--- config.mk ---
export PLATFORM = sky130hd
export DESIGN_NAME = ysyx_201979054_cache_xfer_ctrl
export DESIGN_NICKNAME = d
export VERILOG_FILES = /design/src/rtl/ysyx_201979054_cache_pkg.sv /design/src/rtl/ysyx_201979054_rr_arbiter.sv /design/src/rtl/ysyx_201979054_cache_xfer_ctrl.sv
export SDC_FILE = /design/constraint.sdc
export NUM_CORES = 1
export LEC_CHECK = 0
export ABC_CLOCK_PERIOD_IN_PS = 2460
export CORE_MARGIN = 8
export CORE_UTILIZATION = 35
export CTS_CLUSTER_SIZE = 10
export DETAILED_ROUTE_END_ITERATION = 8
export PLACE_DENSITY = 0.65
export SLEW_MARGIN = 20
export SYNTH_ARGS = -nofsm -noshare
export SYNTH_HDL_FRONTEND = slang
export SYNTH_SLANG_ARGS = --single-unit
--- constraint.sdc ---
create_clock -name clk -period 2.46 [get_ports clk]
set_input_delay 0.615 -clock clk [delete_from_list [all_inputs] [get_ports clk]]
set_output_delay 0.615 -clock clk [all_outputs]
set_load 0.05 [all_outputs]
--- src/rtl/ysyx_201979054_cache_pkg.sv ---
// Shared types and defaults for the cache block-transfer controller.
// Both the top-level sequencer and the round-robin arbiter import this package.
package ysyx_201979054_cache_pkg;

    typedef enum logic [2:0] {
        IDLE,
        WB_START,
        WB_RUN,
        RF_START,
        RF_RUN,
        RESP
    } t_xfer_state;

    typedef enum logic {
        REQ_I = 1'b0,
        REQ_D = 1'b1
    } t_req_id;

    localparam int DEF_OFFSET_BITS = 6;
    localparam int DEF_TIMEOUT     = 1024;

endpackage

--- src/rtl/ysyx_201979054_rr_arbiter.sv ---
// Two-way round-robin arbiter: a tie goes to the requester that was not served last.
// The history only advances when a transaction completes, not when a grant is first issued.
module ysyx_201979054_rr_arbiter
    import ysyx_201979054_cache_pkg::*;
(
    input  logic    clk,
    input  logic    arst,
    input  logic    req_i,
    input  logic    req_d,
    input  logic    grant_done,
    input  t_req_id done_id,
    output logic    grant_valid,
    output t_req_id grant_id
);

    t_req_id last_grant;

    // Reset to D so that the I-cache wins the very first tie.
    always_ff @(posedge clk) begin
        if (arst) begin
            last_grant <= REQ_D;
        end else if (grant_done) begin
            last_grant <= done_id;
        end
    end

    always_comb begin
        grant_valid = req_i | req_d;
        grant_id    = REQ_I;
        if (req_i && req_d) begin
            grant_id = (last_grant == REQ_I) ? REQ_D : REQ_I;
        end else if (req_d) begin
            grant_id = REQ_D;
        end
    end

endmodule

--- src/rtl/ysyx_201979054_cache_xfer_ctrl.sv ---
// Sequencer for the shared cache block-transfer datapath: arbitrates I/D requests,
// runs an optional writeback before the refill, and closes every transaction with done/error.
module ysyx_201979054_cache_xfer_ctrl
    import ysyx_201979054_cache_pkg::*;
#(
    parameter int AXI_ADDR_WIDTH = 64,
    parameter int OFFSET_BITS    = DEF_OFFSET_BITS,
    parameter int TIMEOUT        = DEF_TIMEOUT
) (
    input  logic                      clk,
    input  logic                      arst,
    input  logic                      i_req_i,
    input  logic [AXI_ADDR_WIDTH-1:0] i_addr_i,
    input  logic                      i_req_d,
    input  logic                      i_dirty_d,
    input  logic [AXI_ADDR_WIDTH-1:0] i_addr_d,
    input  logic [AXI_ADDR_WIDTH-1:0] i_wb_addr_d,
    input  logic                      i_count_done,
    input  logic                      i_axi_error,
    output logic                      o_start_read,
    output logic                      o_start_write,
    output logic                      o_rd_active,
    output logic                      o_wr_active,
    output logic [AXI_ADDR_WIDTH-1:0] o_addr_cache,
    output logic                      o_grant_i,
    output logic                      o_grant_d,
    output logic                      o_done_i,
    output logic                      o_done_d,
    output logic                      o_error,
    output logic                      o_busy
);

    localparam int WD_W = (TIMEOUT > 1) ? $clog2(TIMEOUT) : 1;
    localparam logic [WD_W-1:0] WD_LAST = WD_W'(TIMEOUT - 1);
    localparam logic [AXI_ADDR_WIDTH-1:0] ALIGN_MASK = {AXI_ADDR_WIDTH{1'b1}} << OFFSET_BITS;

    t_xfer_state               state;
    t_xfer_state               next_state;
    t_req_id                   owner;
    logic [AXI_ADDR_WIDTH-1:0] rf_addr;
    logic [AXI_ADDR_WIDTH-1:0] addr_cache;
    logic [AXI_ADDR_WIDTH-1:0] grant_rf_addr;
    logic [WD_W-1:0]           wdog;
    logic                      err_flag;
    logic                      set_err;
    logic                      wd_expire;
    logic                      grant_valid;
    t_req_id                   grant_id;

    ysyx_201979054_rr_arbiter u_arb (
        .clk         (clk),
        .arst        (arst),
        .req_i       (i_req_i),
        .req_d       (i_req_d),
        .grant_done  (state == RESP),
        .done_id     (owner),
        .grant_valid (grant_valid),
        .grant_id    (grant_id)
    );

    assign grant_rf_addr = (grant_id == REQ_I) ? i_addr_i : i_addr_d;
    assign wd_expire     = (wdog == WD_LAST) && !i_count_done;

    always_comb begin
        next_state = state;
        set_err    = 1'b0;
        case (state)
            IDLE: begin
                if (grant_valid) begin
                    next_state = (grant_id == REQ_D && i_dirty_d) ? WB_START : RF_START;
                end
            end
            WB_START: next_state = WB_RUN;
            WB_RUN: begin
                // An error here skips the refill entirely.
                if (i_axi_error || wd_expire) begin
                    next_state = RESP;
                    set_err    = 1'b1;
                end else if (i_count_done) begin
                    next_state = RF_START;
                end
            end
            RF_START: next_state = RF_RUN;
            RF_RUN: begin
                if (i_axi_error || wd_expire) begin
                    next_state = RESP;
                    set_err    = 1'b1;
                end else if (i_count_done) begin
                    next_state = RESP;
                end
            end
            RESP:    next_state = IDLE;
            default: next_state = IDLE;
        endcase
    end

    always_ff @(posedge clk) begin
        if (arst) begin
            state      <= IDLE;
            owner      <= REQ_I;
            rf_addr    <= '0;
            addr_cache <= '0;
            wdog       <= '0;
            err_flag   <= 1'b0;
        end else begin
            state <= next_state;
            if (state == IDLE && grant_valid) begin
                owner    <= grant_id;
                rf_addr  <= grant_rf_addr;
                err_flag <= 1'b0;
                addr_cache <= (next_state == WB_START) ? (i_wb_addr_d & ALIGN_MASK)
                                                       : (grant_rf_addr & ALIGN_MASK);
            end
            if (state == WB_RUN && next_state == RF_START) begin
                addr_cache <= rf_addr & ALIGN_MASK;
            end
            if (set_err) begin
                err_flag <= 1'b1;
            end
            if (state == WB_START || state == RF_START) begin
                wdog <= '0;
            end else if (state == WB_RUN || state == RF_RUN) begin
                wdog <= wdog + WD_W'(1);
            end
        end
    end

    assign o_start_write = (state == WB_START);
    assign o_start_read  = (state == RF_START);
    assign o_wr_active   = (state == WB_RUN);
    assign o_rd_active   = (state == RF_RUN);
    assign o_addr_cache  = addr_cache;
    assign o_busy        = (state != IDLE);
    assign o_grant_i     = o_busy && (owner == REQ_I);
    assign o_grant_d     = o_busy && (owner == REQ_D);
    assign o_done_i      = (state == RESP) && (owner == REQ_I);
    assign o_done_d      = (state == RESP) && (owner == REQ_D);
    assign o_error       = (state == RESP) && err_flag;

endmodule

After elaboration in Yosys (flattened, before gate mapping)
Index checks and enable logic that the tools add are counted.

word-level totals
  register bits = 144
  latch bits = 0
  RAM bits = 0
  memory bits (read-only) = 0
  input bits = 199
  output and inout bits = 74
  word-level logic and storage cells = 58
  memories kept = 0

cells by class
  add/sub/neg operators = 1
  $mul = 0
  divide/modulo/power cells = 0
  $lt $le $gt $ge = 0
  eq/ne operators = 8
  shifts and indexed selects = 0
  muxes and demuxes = 18
  bitwise logic cells = 2
  reduce and logical (&&, ||, !) cells = 21

operators with widths
  cell                                                  count
  2-to-1 mux 64 bit                                     4
  2-to-1 mux 3 bit                                      5
  one-hot mux 3 bit (5 select lines)                    1
  adder 10 x 1 -> 10 bit (second input constant)        1
  equality test 10 bit (second input constant)          1
  logical AND 1 bit                                     10
  equality test 3 x 2 -> 1 bit (second input constant)  3
  2-to-1 mux 1 bit                                      7
  equality test 3 x 1 -> 1 bit (second input constant)  2
  equality test 3 bit (second input constant)           2
  OR reduction 2 bit                                    3
  nonzero test 2 bit                                    2
  zero test 3 bit                                       1
  logical OR 1 bit                                      3
  nonzero test 3 bit                                    1
  2-to-1 mux 2 bit                                      1
  zero test 1 bit                                       1
  inverter 1 bit                                        1
  bitwise OR 1 bit                                      1

Longest topological paths before layout
  depth after elaboration = 10
  mapped depth = 7
  mapped depth without buffers = 5

Hierarchy
A second synthesis with hierarchy kept.

unflattened totals
  cells, all modules = 715
  area total of the unflattened synthesis = 6722.7 sq um

by module, submodules not included
  module                          instances  cells each  area each (sq um)  seq. area each (sq um)
  ysyx_201979054_cache_xfer_ctrl  1          710         6673.9             2622.5
  ysyx_201979054_rr_arbiter       1          5           48.8               20.0

Worst setup path before layout
OpenSTA, ideal clock, no wires.

  kind = register to output
  start = register state[2]
  end = output port o_rd_active
  arrival time = 1895 ps
  required time = 1845 ps
  slack = -50 ps
  stages on the path, launching flop included = 3
  buffers on the path = 1
  cells stage by stage = dfxtp_1 clkbuf_1 nor3b_1

on the way
  word-level cells in the longest chain between the ends = 1

RTL lines
  element                 line                                   RTL
  start, declared         ysyx_201979054_cache_xfer_ctrl.sv:37   t_xfer_state state;
  start signal, assigned  ysyx_201979054_cache_xfer_ctrl.sv:106  state <= next_state;
  equality test 3 bit     ysyx_201979054_cache_xfer_ctrl.sv:131  assign o_rd_active = (state == RF_RUN);
  end, declared           ysyx_201979054_cache_xfer_ctrl.sv:22   output logic o_rd_active,

Every way passes these cells.

Final worst setup path
  start = register addr_cache[8] (netlist: o_addr_cache[8])
  end = output port o_addr_cache[8]

RTL lines
  element                 line                                   RTL
  start, declared         ysyx_201979054_cache_xfer_ctrl.sv:41   logic [AXI_ADDR_WIDTH-1:0] addr_cache;
  start signal, assigned  ysyx_201979054_cache_xfer_ctrl.sv:111  addr_cache <= (next_state == WB_START) ? (i_wb_addr_d & ALIGN_MASK)
  start signal, assigned  ysyx_201979054_cache_xfer_ctrl.sv:115  addr_cache <= rf_addr & ALIGN_MASK;
  end, declared           ysyx_201979054_cache_xfer_ctrl.sv:24   output logic [AXI_ADDR_WIDTH-1:0] o_addr_cache,

No word-level cell between the ends.

==> metrics <==
Synth warnings=0; Sw Ratio=about two fifths; TritonCTS clock tree=yes; Via-to-Cell Ratio=4.98; die width=149 µm; crit path max-delay cell type=clkdlybuf4s50_1; Congestion Overflow GR=0; Avg Cell Area, Syn=9.03 µm²; Max Clock Freq=443 MHz; Sequential Power Share=31.5%; Primary FF master, synth=dfxtp_1; worst-skew pair later-pin latency=0.41 ns; Pint=a little over 0.006 W; critical-path cell list=clkdlybuf4s50_1; routed wire length=20.4 mm; worst vdd ir=0.618 mV; GR peak layer=met2; Worst Tran Pin Value=0.600 ns; worst hold slack=0.477 ns; number of synthesized register bits=132; status=finished, final reports clean; die area=22300 µm²; Crit. End Element=output port; Worst EP required=~1.9 ns; number of global-route vias before repair=~6000; Crit path depth=1; combinational power share=a little under half; Port Buffers=248; Top delay family on crit path=buffers and inverters; Hold Fails Final Rpt=0; GR Util met1=20.3%; clock skew=0.00770 ns; number of flops mapped to enable cells by yosys=0; post-DR wirelength/cell=17.4 µm; cell area after synthesis=6220 µm²; Post-CTS Hold Fix Bufs=0; Routability Congestion=approximately 0.8; MaxCap Viol Count=0; Root Buffer=clkbuf_16; Layout Nets=roughly 1100; io pins=273; static leakage=3.87 nW; pre-CTS setup slack=0.0614 ns; # setup viols final=0; slew margin rel.=59.9%; clock-pin slew on the worst setup and hold paths=~0.060 ns; met3 Use GR=under 10%; Power Dens Cells=1080 nW/µm²; fraction of registers with async set/reset=0%; most frequent cells in the layout=clkdlybuf4s50_1, dfxtp_1, nor2_1; area growth from synthesis to layout=55.4%; unrepaired setup endpoints after global routing=no; diode count=0; critical path arrival=1.64 ns; Setup crit end=o_addr_cache[8]; Net Sw Power=0.00431 W; period utilisation layout=91.7%; Post-Synthesis Cells=689; largest net degree at the start of global routing=32; first-pass GRT wire length=between 30 and 40 mm; setup TNS=0 ns; worst setup margin=0.205 ns; DRC=0; Post-DP HPWL=14.9 mm; initial antenna violation count=0; Seq/Total Area, Yosys=42.5%; gr usage total=18.2%; start of the worst register-to-register path=state[1]$_SDFF_PP0_; ANT nets after route=0; R2R Setup Slk=0.65 ns; distinct cell type count after synthesis=43; Final Max Tran Viols=0; GRT met2 Usage=31.3%; commonest non-fill, non-tap cell in the layout=clkdlybuf4s50_1; Starting Density=35.8%; clk buf depth=2; Post-Route Utilization=55.7%; core area=between 15000 and 20000 µm²; CP Class=register to output port; number of CTS-inserted buffers=17; row cnt=48; DR pass1 iterations=4; worst hold path type=register to register; crit start category=register; crit path launch=o_addr_cache[8]$_SDFFE_PP0P_; CTS Sinks=132; FF-to-FF path depth=5; vias=5822; fraction of layout cells with a size suffix above 1=15.3%; Die H=149 µm; worst path buffer plus inverter count=1; Clock power frac=22.2%; First DRT Iteration DRCs=232; worst stage delay on the critical path=between 0.8 and 0.9 ns; crit-path max FO=2; Non-Filler Cell Area, Final=9670 µm²; R2R Path End=rf_addr[39]$_SDFFE_PP0P_; Min Clock Period, post-route=2.26 ns; CTS HTree Levels=4; dpl cell area=9120 µm²
[area by class of cell]
type | count | area, µm²
Clock buffer | 21 | 460
Clock inverter | 10 | 83.8
Fill cell | 1639 | 7690
Inverter | 11 | 41.3
Multi-Input combinational cell | 490 | 3290
Sequential cell | 132 | 2640
Tap cell | 225 | 282
Timing Repair Buffer | 280 | 2870
[power by group through the flow]
stage               logic, W  registers, W  clock network, W
floorplan            0.00206       0.00433                 0
global placement     0.00487       0.00332                 0
detailed placement   0.00490       0.00334                 0
CTS                  0.00492       0.00330           0.00238
global route         0.00520       0.00340           0.00248
finish               0.00485       0.00331           0.00233
[sequential cells by signal (all words and copies together) (netlist names)]
name / cells
state: 3
u_arb.last_grant: 1
owner: 1
wdog: 10
o_addr_cache: 58
rf_addr: 58
err_flag: 1
[cell usage after synthesis, types with 3 or more instances]
master / count / area, µm²
o21ai_1: 59 / 295
or3_1: 3 / 18.8
nand2b_1: 3 / 18.8
dfxtp_1: 132 / 2640
inv_1: 11 / 41.3
clkbuf_1: 24 / 90.1
nor3b_1: 4 / 30.0
buf_1: 4 / 15.0
xnor2_1: 7 / 61.3
buf_4: 11 / 82.6
a21oi_1: 5 / 25.0
o21ai_0: 5 / 25.0
and2_1: 4 / 25.0
mux2i_1: 58 / 581
a22oi_1: 59 / 443
mux2_2: 58 / 653
nand2_1: 10 / 37.5
nor3_1: 53 / 265
buf_2: 20 / 100
nor2_1: 122 / 458
a211oi_1: 8 / 60.1
[routing by layer]
| metal | wire length (µm) | part of all wire (%) |
|---|---|---|
| met3 | 1720 | 8.4 |
| met1 | 8430 | 41 |
| met4 | 182 | 0.89 |
| met2 | 10000 | 49 |
| met5 | 0 | 0 |
[stage by stage]
stage	cells	power, W
global placement	1138	0.00819
floorplan	694	0.00639
detailed placement	1138	0.00824
global route	1169	0.0111
finish	1169	0.0105
CTS	1169	0.0106
[cells by family after synthesis]
group / Yosys count / share of synthesized area (%)
other: 1 / 0.0603
DFF: 132 / 42.5
buffers and inverters: 72 / 5.65
and+or+nand+nor: 216 / 15.8
AOI/OAI and AO/OA: 144 / 14.9
adders and majority gates: 1 / 0.201
xor gates and xnor gates: 7 / 0.986
muxes: 116 / 19.8
[worst min-delay path by stage]
stage                              from                            end  slack, ns  depth (start not counted)
2_1_floorplan     err_flag$_SDFFE_PP0P_          err_flag$_SDFFE_PP0P_       0.44                          2
3_3_place_gp      err_flag$_SDFFE_PP0P_          err_flag$_SDFFE_PP0P_       0.45                          2
3_5_place_dp      err_flag$_SDFFE_PP0P_          err_flag$_SDFFE_PP0P_       0.46                          2
4_1_cts           err_flag$_SDFFE_PP0P_          err_flag$_SDFFE_PP0P_       0.47                          2
5_1_grt        rf_addr[51]$_SDFFE_PP0P_  o_addr_cache[51]$_SDFFE_PP0P_       0.51                          2
6_report          err_flag$_SDFFE_PP0P_          err_flag$_SDFFE_PP0P_       0.48                          2
[what timing repair did]
action                                  4_1_cts  5_1_grt
setup buffers                                 0        0
endpoints found under the setup margin        0        1
resized for setup                             0        1
(Power assumes the default switching activity.)
